[src/rtl/ifu_fetch_ctrl.sv]
// Fetch controller: one PC in, one memory read in flight, instruction held for the IDU.
// A redirect flushes whatever fetch is in progress or held.
module ifu_fetch_ctrl #(
  parameter int PC_DW   = 32,
  parameter int INST_DW = 32,
  parameter int CNT_DW  = 32
) (
  input  logic               clk,
  input  logic               rst,
  input  logic               pc_valid,
  input  logic [PC_DW-1:0]   pc,
  output logic               pc_ready,
  input  logic               redirect,
  output logic               mem_req_valid,
  output logic [PC_DW-1:0]   mem_req_addr,
  input  logic               mem_req_ready,
  input  logic               mem_resp_valid,
  input  logic [INST_DW-1:0] mem_resp_data,
  input  logic               mem_resp_err,
  output logic               inst_valid,
  output logic [INST_DW-1:0] inst,
  output logic [PC_DW-1:0]   inst_pc,
  output logic               inst_err,
  input  logic               inst_ready,
  output logic [CNT_DW-1:0]  fetch_cnt
);

  typedef enum logic [1:0] {
    S_IDLE,
    S_REQ,
    S_WAIT,
    S_HOLD
  } state_t;

  state_t             r_state;
  logic               r_drop;
  logic [PC_DW-1:0]   r_addr;
  logic [PC_DW-1:0]   r_inst_pc;
  logic [INST_DW-1:0] r_inst;
  logic               r_inst_err;
  logic [CNT_DW-1:0]  r_cnt;

  logic w_pc_ready;
  logic w_pc_acc;
  logic w_deliver;

  assign w_pc_ready = !redirect &&
                      (r_state == S_IDLE ||
                       (r_state == S_HOLD && inst_ready));
  assign w_pc_acc   = pc_valid && w_pc_ready;
  assign w_deliver  = r_state == S_HOLD && inst_ready && !redirect;

  assign pc_ready      = w_pc_ready;
  assign mem_req_valid = r_state == S_REQ;
  assign mem_req_addr  = r_addr;
  assign inst_valid    = r_state == S_HOLD;
  assign inst          = r_inst;
  assign inst_pc       = r_inst_pc;
  assign inst_err      = r_inst_err;
  assign fetch_cnt     = r_cnt;

  always_ff @(posedge clk or posedge rst) begin
    if (rst) begin
      r_state    <= S_IDLE;
      r_drop     <= 1'b0;
      r_addr     <= '0;
      r_inst_pc  <= '0;
      r_inst     <= '0;
      r_inst_err <= 1'b0;
      r_cnt      <= '0;
    end else begin
      if (w_deliver)
        r_cnt <= r_cnt + CNT_DW'(1);
      if (w_pc_acc)
        r_addr <= pc;
      case (r_state)
        S_IDLE: begin
          if (w_pc_acc)
            r_state <= S_REQ;
        end
        S_REQ: begin
          // request stays up after a redirect; its response is dropped later
          if (redirect)
            r_drop <= 1'b1;
          if (mem_req_ready)
            r_state <= S_WAIT;
        end
        S_WAIT: begin
          if (mem_resp_valid) begin
            r_drop <= 1'b0;
            if (r_drop || redirect) begin
              r_state <= S_IDLE;
            end else begin
              r_inst     <= mem_resp_data;
              r_inst_err <= mem_resp_err;
              r_inst_pc  <= r_addr;
              r_state    <= S_HOLD;
            end
          end else if (redirect) begin
            r_drop <= 1'b1;
          end
        end
        S_HOLD: begin
          if (redirect)
            r_state <= S_IDLE;
          else if (inst_ready)
            r_state <= pc_valid ? S_REQ : S_IDLE;
        end
        default: r_state <= S_IDLE;
      endcase
    end
  end

  property p_resp_in_wait;
    @(posedge clk) disable iff (rst)
      mem_resp_valid |-> r_state == S_WAIT;
  endproperty
  a_resp_in_wait: assert property (p_resp_in_wait);

endmodule

[config.mk]
export PLATFORM = sky130hd
export DESIGN_NAME = ifu_fetch_ctrl
export DESIGN_NICKNAME = d
export VERILOG_FILES = /design/src/rtl/ifu_fetch_ctrl.sv
export SDC_FILE = /design/constraint.sdc
export NUM_CORES = 1
export LEC_CHECK = 0
export ABC_AREA = 1
export BUFFER_PORTS_ARGS = -buffer_cell sky130_fd_sc_hd__buf_2
export CORE_MARGIN = 8
export CORE_UTILIZATION = 50
export DETAILED_ROUTE_END_ITERATION = 16
export GPL_ROUTABILITY_DRIVEN = 0
export HOLD_SLACK_MARGIN = 0.06
export PLACE_DENSITY = 0.8
export SLEW_MARGIN = 25
export SYNTH_ARGS = -nofsm -noshare
export SYNTH_HDL_FRONTEND = slang
export SYNTH_SLANG_ARGS = --single-unit
[constraint.sdc]
create_clock -name clk -period 13 [get_ports clk]
set_input_delay 2.6 -clock clk [delete_from_list [all_inputs] [get_ports clk]]
set_output_delay 2.6 -clock clk [all_outputs]
set_load 0.01 [all_outputs]
==> results of run 1 <==
[final timing paths]
check	start	to	slack (ns)
worst max-delay path	redirect	pc_ready	7.15
worst min-delay path	inst_pc[15]	inst_pc[15]	0.48
worst max register to register	r_state[0]	inst[11]	10.68
worst min register to register	inst_pc[15]	inst_pc[15]	0.48
max in group asynchronous	rst	inst_pc[20]	9.48
min in group asynchronous	rst	fetch_cnt[14]	2.18
[power groups by stage]
stage          registers (mW)  clock network, mW  logic [mW]
3_3_place_gp            0.645                  0       0.478
4_1_cts                 0.649              0.552       0.495
6_report                0.649              0.544       0.484
2_1_floorplan           0.722                  0       0.193
3_5_place_dp            0.651                  0       0.493
5_1_grt                 0.667              0.572       0.538
[registers in the layout, indices dropped and copies added, names as in the netlist]
signal	count
mem_req_addr	32
inst_pc	32
r_state	2
inst_err	1
r_drop	1
inst	32
fetch_cnt	32
[area by class of cell]
class | instances | area (um^2)
sequential | 132 | 3300
clock buffer | 20 | 447
fill | 908 | 3770
multi-input combinational | 380 | 2110
clock inverter | 12 | 224
inverter | 72 | 273
timing repair buffer | 206 | 1060
tap | 143 | 179
antenna | 1 | 2.50
[Yosys cell counts, drive strengths merged, types with 2 or more instances]
cell      n  area [um^2]
nand3b    4         30.0
ha        6         75.1
xor2      7         61.3
inv      72          270
nand3    30          185
nor2     81          345
xnor2     6         52.6
o21bai    2         15.0
dfrtp   132         3300
mux2     33          405
nand4     7         43.8
o21ai    38          190
a21oi    33          165
nand2   124          490
nor3      4         20.0
and2      3         18.8
buf      14          120
clkbuf    3         11.3
[logic make-up after synthesis]
logic type | after synthesis
AND/OR/NAND/NOR | 254
AO/OA/AOI/OAI | 74
adder cells (fa/ha/maj) | 6
flip-flops | 132
XOR/XNOR | 13
buffers and inverters | 89
multiplexers | 33
[layout by cell type (no fill, tap or decap), types with 9 or more instances in the layout]
| master | count |
|---|---|
| a21oi_1 | 33 |
| buf_2 | 203 |
| clkbuf_16 | 17 |
| dfrtp_1 | 132 |
| inv_1 | 70 |
| mux2_1 | 20 |
| mux2_4 | 9 |
| nand2_1 | 118 |
| nand3_1 | 26 |
| nor2_1 | 72 |
| o21ai_0 | 36 |
[worst max-delay path, cell delays in order]
cell	delay, ns
buf_2	0.14
inv_2	0.10
nand3_4	0.16
nand2_4	0.12
buf_2	0.13
[through the flow]
stage	setup slack, ns	cell area [um^2]
3_3_place_gp	7.17	6900
6_report	7.15	7600
4_1_cts	7.15	7570
3_5_place_dp	7.14	6900
5_1_grt	7.09	7600
2_1_floorplan	6.87	5820
[metal layers]
metal  wire length (um)  share of wire, %  vias to the layer above  GRT usage, %
li1                   -                 -                     2323             -
met1               5880                40                     2240          23.0
met2               7510                51                      147          32.6
met3               1160               7.9                       16          6.26
met4                239               1.6                        0          8.58
met5                  0                 0                        -             0
==> metrics, run 1 <==
status=completed; Post-Place Cells=932; predominant post-synthesis flop cell=dfrtp_1; gate count after technology mapping=601; Finished Layout Cells=966; Worst Hold Depth=2; fraction of the mapped netlist area in compound gates=6.52%; Net Sw Frac=between 30% and 40%; CTS Buf Count=17; RSZ-0062 raised after global routing=no; DR pass1 iterations=4; multiplexer share of the synthesized area=6.97%; GRT overflow=0; Hold WC Path Type=reg2reg; Clk pin slew, worst setup/hold paths=about 0.06 ns; IO Port Bufs=203; sequential area share after synthesis=around 57%; Worst-Margin Slew=0.893 ns; async set-or-reset flop fraction in the synthesized netlist=100%; Post-CTS Setup Bufs=0; Net Count, Synth=679; total power=1.68 mW; fin nets=between 800 and 900; clock sinks=approximately 130; largest net degree at the start of global routing=83; vias in the first global route=roughly 4800; routed len/inst=around 15 um; crit start category=input pin; Seq cells post-synth=132; sequential power share=38.7%; leakage=4.15 nW; core area=11400 um^2; syn_area_per_cell=9.68 um^2; DIE WIDTH=124 um; synthesis warning total=0; Cell variety after synth=32; area share of fa/ha/maj cells after synthesis=1.29%; Area Overhead vs Synth=30.6%; Fmax=171 MHz; clk_skew=roughly 0.013 ns; # rows=39; Internal=1.14 mW; initial antenna violation count=0; Critical Path Sink Type=output pin; Starting Density=51.2%; fin crit share=45.0%; Max IR drop VDD=204 uV; post-synthesis simple-gate area fraction=around a fifth; first-pass GRT wire length=between 20 and 25 mm; WS Path Type=in2out; CTS tree=built; Iter 0 DRT Violations=363; gr usage total=19.7%; Fin. Hold Viols=0; fin util=roughly two thirds; die footprint=15300 um^2; Hold Buf Count CTS=0; relative slew slack=between 40 and 50%; worst reg2reg path depth=5; Post-Synth XOR/XNOR Area=between 1.5 and 2%; CTS Buffer Depth=2; chip height=around 120 um; Sum Neg Setup Slack=0 ns; hold_ws=0.477 ns; power density cells=roughly 220 nW/um^2; Tmin final=5.85 ns; largest family of logic cells by synthesized area=simple AND/OR/NAND/NOR gates; clock share of power=between 30% and 40%; combinational fraction of design power=28.9%; CTS H-tree lvls=4; DRC viols=0; Final Max Tran Viols=0; root buffer cell=clkbuf_16; Detail Placement HPWL=10.9 mm; Final setup viols=0; MaxCap Viol Count=0; vias per inst=4.89; worst path required time=10.40 ns; Post-synth EDFFs=0; DR vias=4726; post-cts resize count=0; io pins=204; CP Max Fanout=10; post-route ant nets=0; wirelength, routed=approximately 15 mm; CP arrival=3.25 ns; fraction of layout cells with a size suffix above 1=between 30% and 40%; Post-Syn Area=5820 um^2; NetSw=0.538 mW; later-pin clock latency in the skew report=0.42 ns
Note: power is estimated with default switching activity, not from simulation.
==> run 2, diff against run 1 <==
--- a/config.mk
+++ b/config.mk
@@ -8,11 +8,11 @@
 export ABC_AREA = 1
 export BUFFER_PORTS_ARGS = -buffer_cell sky130_fd_sc_hd__buf_2
 export CORE_MARGIN = 8
-export CORE_UTILIZATION = 50
+export CORE_UTILIZATION = 45
 export DETAILED_ROUTE_END_ITERATION = 16
 export GPL_ROUTABILITY_DRIVEN = 0
 export HOLD_SLACK_MARGIN = 0.06
-export PLACE_DENSITY = 0.8
+export PLACE_DENSITY = 0.76
 export SLEW_MARGIN = 25
 export SYNTH_ARGS = -nofsm -noshare
 export SYNTH_HDL_FRONTEND = slang
==> constraint.sdc (replaced) <==
create_clock -name clk -period 5.3 [get_ports clk]
set_input_delay 1.06 -clock clk [delete_from_list [all_inputs] [get_ports clk]]
set_output_delay 1.06 -clock clk [all_outputs]
set_load 0.01 [all_outputs]
==> run 2 against run 1 <==
Against the previous run:
- clock skew fell by 0.0061 ns
- clock power rose by 100%
- total power rose by 130%
- first-iteration DRC count fell by 27%
- cell count rose by 3.0%
- cell area fell by 1.3%
- critical endpoint unchanged
- highest routed layer unchanged
==> metrics, run 2 (synthesis results as in run 1) <==
Max IR drop VDD=343 uV (was 204 uV); Final Max Tran Viols=0 (unchanged); Iter 0 DRT Violations=265 (was 363); routed len/inst=14.7 um (was 15.3 um); # rows=41 (was 39); leakage=4.08 nW (was 4.15 nW); crit start category=input pin (unchanged); post-route ant nets=0 (unchanged); clk_skew=0.00709 ns (was 0.0132 ns); CP Max Fanout=10 (unchanged); RSZ-0062 raised after global routing=no (unchanged); Final Cell Area=7500 um^2 (was 7600 um^2); status=completed (unchanged); post-cts resize count=0 (unchanged); MaxCap Viol Count=0 (unchanged); CP arrival=1.72 ns (was 3.25 ns); fin nets=887 (unchanged); Detail Placement HPWL=11.0 mm (was 10.9 mm); fin util=59.5% (was 66.8%); io pins=204 (unchanged); vias in the first global route=4725 (was 4763); largest net degree at the start of global routing=73 (was 83); slowest cell delay on critical path=0.16 ns (about the same); Place WS=2.24 ns (was 7.14 ns); Crit-path slowest cell=nand3_4 (unchanged); Area Overhead vs Synth=29.0% (was 30.6%); most frequent CP cell=buf_2 (unchanged); first-pass GRT wire length=23.5 mm (was 23.4 mm); Worst-Margin Slew=0.837 ns (was 0.893 ns); Hold WC Path Type=reg2reg (unchanged); vias per inst=4.71 (was 4.89); clock sinks=132 (unchanged); DRC viols=0 (unchanged); Hold Buf Count CTS=0 (unchanged); Fin. Hold Viols=0 (unchanged); DR pass1 iterations=6 (was 4); Post-DP Area=6940 um^2 (was 6900 um^2); CTS tree=built (unchanged); CTS Buffer Depth=2 (unchanged); CP Cell Sequence=buf_2, inv_2, nand3_4, nand2_4, buf_2 (unchanged); IO Port Bufs=203 (unchanged); worst setup margin=2.52 ns (was 7.15 ns); Critical Path Sink Type=output pin (unchanged); worst path required time=4.24 ns (was 10.40 ns); most frequent cells in the layout=203 x buf_2, 132 x dfrtp_1, 118 x nand2_1 (unchanged); die footprint=16800 um^2 (was 15300 um^2); Post-Place Cells=962 (was 932); relative slew slack=44.2% (was 40.5%); WS Path Type=in2out (unchanged); GRT overflow=0 (unchanged); power density cells=513 nW/um^2 (was 221 nW/um^2); root buffer cell=clkbuf_16 (unchanged); Clk pin slew, worst setup/hold paths=0.05 ns (was 0.06 ns); later-pin clock latency in the skew report=0.41 ns (was 0.42 ns); gr usage total=17.9% (was 19.7%); CTS Buf Count=17 (unchanged); Post-CTS Setup Bufs=0 (unchanged); Sum Neg Setup Slack=0 ns (unchanged); initial antenna violation count=0 (unchanged); Finished Layout Cells=995 (was 966); Starting Density=46.1% (was 51.2%); Final setup viols=0 (unchanged); Fmax=359 MHz; fin crit share=52.5%; CTS H-tree lvls=4 (unchanged); fraction of layout cells with a size suffix above 1=32.8% (was 33.1%); chip height=130 um (was 124 um); most common cell after layout, fill and taps aside=buf_2 (unchanged); wirelength, routed=14.6 mm (was 14.8 mm); core area=12600 um^2 (was 11400 um^2); DR vias=4687 (was 4726); Tmin final=~2.8 ns; DIE WIDTH=130 um (was 124 um)
run 2: critical path, delay by kind of cell:
family,cells,cell delay (ns)
buf+inv,3,0.37
simple gates,2,0.28
run 2: per-stage QoR:
step | total power, mW | hold WS [ns]
global route | 4.13 | 0.503
global placement | 2.76 | 0.461
detailed placement | 2.80 | 0.468
finish | 3.85 | 0.477
CTS | 3.91 | 0.482
floorplan | 2.24 | 0.507
run 2: path summary, 6_finish.rpt:
check	startpoint	to	slack, ns	cells past startpoint
max	redirect	pc_ready	2.52	5
min	inst_pc[22]	inst_pc[22]	0.48	2
max reg2reg	r_state[0]	inst[3]	2.82	5
min reg2reg	inst_pc[22]	inst_pc[22]	0.48	2
max in group asynchronous	rst	inst_pc[26]	3.54	3
min in group asynchronous	rst	inst[31]	0.78	2
run 2: power by group:
part	switching [mW]	internal [mW]	leakage, nW
registers	0.203	1.38	1.65
logic	0.670	0.510	2.16
clock network	0.406	0.680	0.266
total	1.28	2.57	4.08
run 2: layer usage:
| metal | vias up | routed length (um) | global-route usage, % | part of all wire [%] |
|---|---|---|---|---|
| met2 | 133 | 7280 | 29.0 | 50 |
| met1 | 2214 | 6070 | 21.5 | 42 |
| met5 | - | 0 | 0 | 0 |
| li1 | 2328 | - | - | - |
| met4 | 0 | 152 | 6.69 | 1.0 |
| met3 | 12 | 1080 | 6.45 | 7.4 |
run 2: final cells by class:
class	instances	area (um^2)
Tap cell	172	215
Sequential cell	132	3300
Clock buffer	24	482
Clock inverter	8	76.3
Fill cell	1125	5120
Inverter	72	273
Timing Repair Buffer	206	1040
Antenna cell	1	2.50
Multi-Input combinational cell	380	2110
==> run 3, diff against run 2 <==
==> constraint.sdc (replaced) <==
create_clock -name clk -period 2.3 [get_ports clk]
set_input_delay 0.46 -clock clk [delete_from_list [all_inputs] [get_ports clk]]
set_output_delay 0.46 -clock clk [all_outputs]
set_load 0.01 [all_outputs]
==> run 3 against run 2 <==
Against the previous run:
- via count increased by 2.5%
- combinational power increased by 130%
- clock-buffer cell count decreased by 6
- clock skew decreased by 0.00073 ns
- die area unchanged
- cell area increased by 1.9%
- hold slack got worse by 0.38 ns
- setup slack got worse by 2.3 ns
- sequential power increased by 130%
- total power increased by 140%
- critical path type is now reg2out
- critical endpoint unchanged
==> metrics, run 3 (synthesis results as in run 1) <==
Hold Buf Count CTS=0 (unchanged); slowest cell delay on critical path=0.41 ns (was 0.16 ns); status=completed (unchanged); Hold WC Path Type=in2async (was reg2reg); CP Cell Sequence=ha_1, nand3_4, nand2_4, buf_2 (was buf_2, inv_2, nand3_4, nand2_4, buf_2); CP arrival=1.61 ns (was 1.72 ns); IO Port Bufs=203 (unchanged); clock sinks=132 (unchanged); crit start category=flop (was input pin); Area Overhead vs Synth=31.4% (was 29.0%); Sum Neg Setup Slack=0 ns (unchanged); CP Max Fanout=10 (unchanged); Crit path max-delay family=flip-flops (was buffers and inverters); fin util=60.6% (was 59.5%); CTS Buffer Depth=2 (unchanged); DR vias=4804 (was 4687); area of the multi-input gates=2110 um^2 (unchanged); FF/Latch Area=3300 um^2 (unchanged); core area=12600 um^2 (unchanged); Tmin final=between 2 and 2.5 ns; post-route ant nets=0 (unchanged); io pins=204 (unchanged); Worst R2R Setup Slack=0.46 ns (was 2.82 ns); DIE WIDTH=130 um (unchanged); Starting Density=46.1% (unchanged); fin nets=893 (was 887); buffers plus inverters on the worst setup path=1 (was 3); vias in the first global route=4821 (was 4725); power density cells=1200 nW/um^2 (was 513 nW/um^2); fraction of layout cells with a size suffix above 1=33.7% (was 32.8%); initial antenna violation count=0 (unchanged); Critical Path Sink Type=output pin (unchanged); CTS H-tree lvls=4 (unchanged); # rows=41 (unchanged); Final Max Tran Viols=0 (unchanged); Fmax=483 MHz; GRT overflow=0 (unchanged); CTS tree=built (unchanged); Worst-Margin Slew=0.548 ns (was 0.837 ns); MaxCap Viol Count=0 (unchanged); Clk pin slew, worst setup/hold paths=0.06 ns (was 0.05 ns); Filler cells=1099 (was 1125); vias per inst=4.80 (was 4.71); most frequent cells in the layout=203 x buf_2, 132 x dfrtp_1, 118 x nand2_1 (unchanged); first-pass GRT wire length=23.7 mm (was 23.5 mm); DRC viols=0 (unchanged); RSZ-0062 raised after global routing=no (unchanged); Finished Layout Cells=1001 (was 995); chip height=130 um (unchanged); leakage=4.15 nW (was 4.08 nW); relative slew slack=63.4% (was 44.2%); Detail Placement HPWL=11.5 mm (was 11.0 mm); worst path required time=1.84 ns (was 4.24 ns); post-cts resize count=0 (unchanged); Max IR drop VDD=740 uV (was 343 uV); clk_skew=0.00636 ns (was 0.00709 ns); Final setup viols=0 (unchanged); fin crit share=90.0%; Crit-path slowest cell=dfrtp_1 (was nand3_4); wirelength, routed=15.0 mm (was 14.6 mm); WS Path Type=reg2out (was in2out); gr usage total=18.1% (was 17.9%); die footprint=16800 um^2 (unchanged); largest net degree at the start of global routing=57 (was 73); routed len/inst=15.0 um (was 14.7 um); later-pin clock latency in the skew report=0.41 ns (about the same); Post-Place Cells=968 (was 962); Post-CTS Setup Bufs=0 (unchanged); most common cell after layout, fill and taps aside=buf_2 (unchanged); Iter 0 DRT Violations=280 (was 265); Fin. Hold Viols=0 (unchanged); root buffer cell=clkbuf_16 (unchanged); CTS Buf Count=17 (unchanged); DR pass1 iterations=4 (was 6)
==> run 3: cell count changes in the layout (fill, tap and decap cells not counted), sizes merged <==
cell,delta
clkbuf,-6
bufinv,+2
inv,+2
clkinv,+2
buf,+6
==> run 3: final timing paths <==
kind,endpoint,depth (start not counted),start
worst max-delay path,pc_ready,4,r_state[1]
worst min-delay path,inst_pc[20],2,rst
worst max register to register,mem_req_addr[0],7,r_state[1]
worst min register to register,inst_pc[5],2,inst_pc[5]
max in group asynchronous,inst_pc[14],3,rst
min in group clk,inst[3],2,mem_resp_data[3]
==> run 3: power by group <==
part	internal (mW)	switching [mW]	leakage, nW
Sequential	3.19	0.472	1.65
Combinational	1.20	1.54	2.21
Clock	1.72	1.04	0.291
==> run 3: final cells by class <==
class	count	share of cell area, %
flip-flops and latches	132	43.2
clock buffers	18	5.61
clock inverters	14	2.31
diodes	1	0.0327
repair buffers	212	14.8
inverters	72	3.58
multi-input cells	380	27.6
well taps	172	2.81
==> run 3: metrics by stage <==
step	hold slack (ns)	area (um^2)	power, mW	worst slack, ns
6_report	0.0996	7650	9.15	0.230
5_1_grt	0.127	7640	9.74	0.103
4_1_cts	0.0942	7640	9.30	0.195
3_5_place_dp	0.467	7040	6.50	0.459
3_3_place_gp	0.461	7040	6.39	0.537
2_1_floorplan	0.507	5820	5.17	0.203
==> run 3: metal layers <==
metal	up-vias	global-route usage, %	wire [um]
li1	2351	-	-
met4	0	7.38	235
met1	2286	21.5	6230
met5	-	0	0
met3	20	5.79	1170
met2	147	29.7	7410
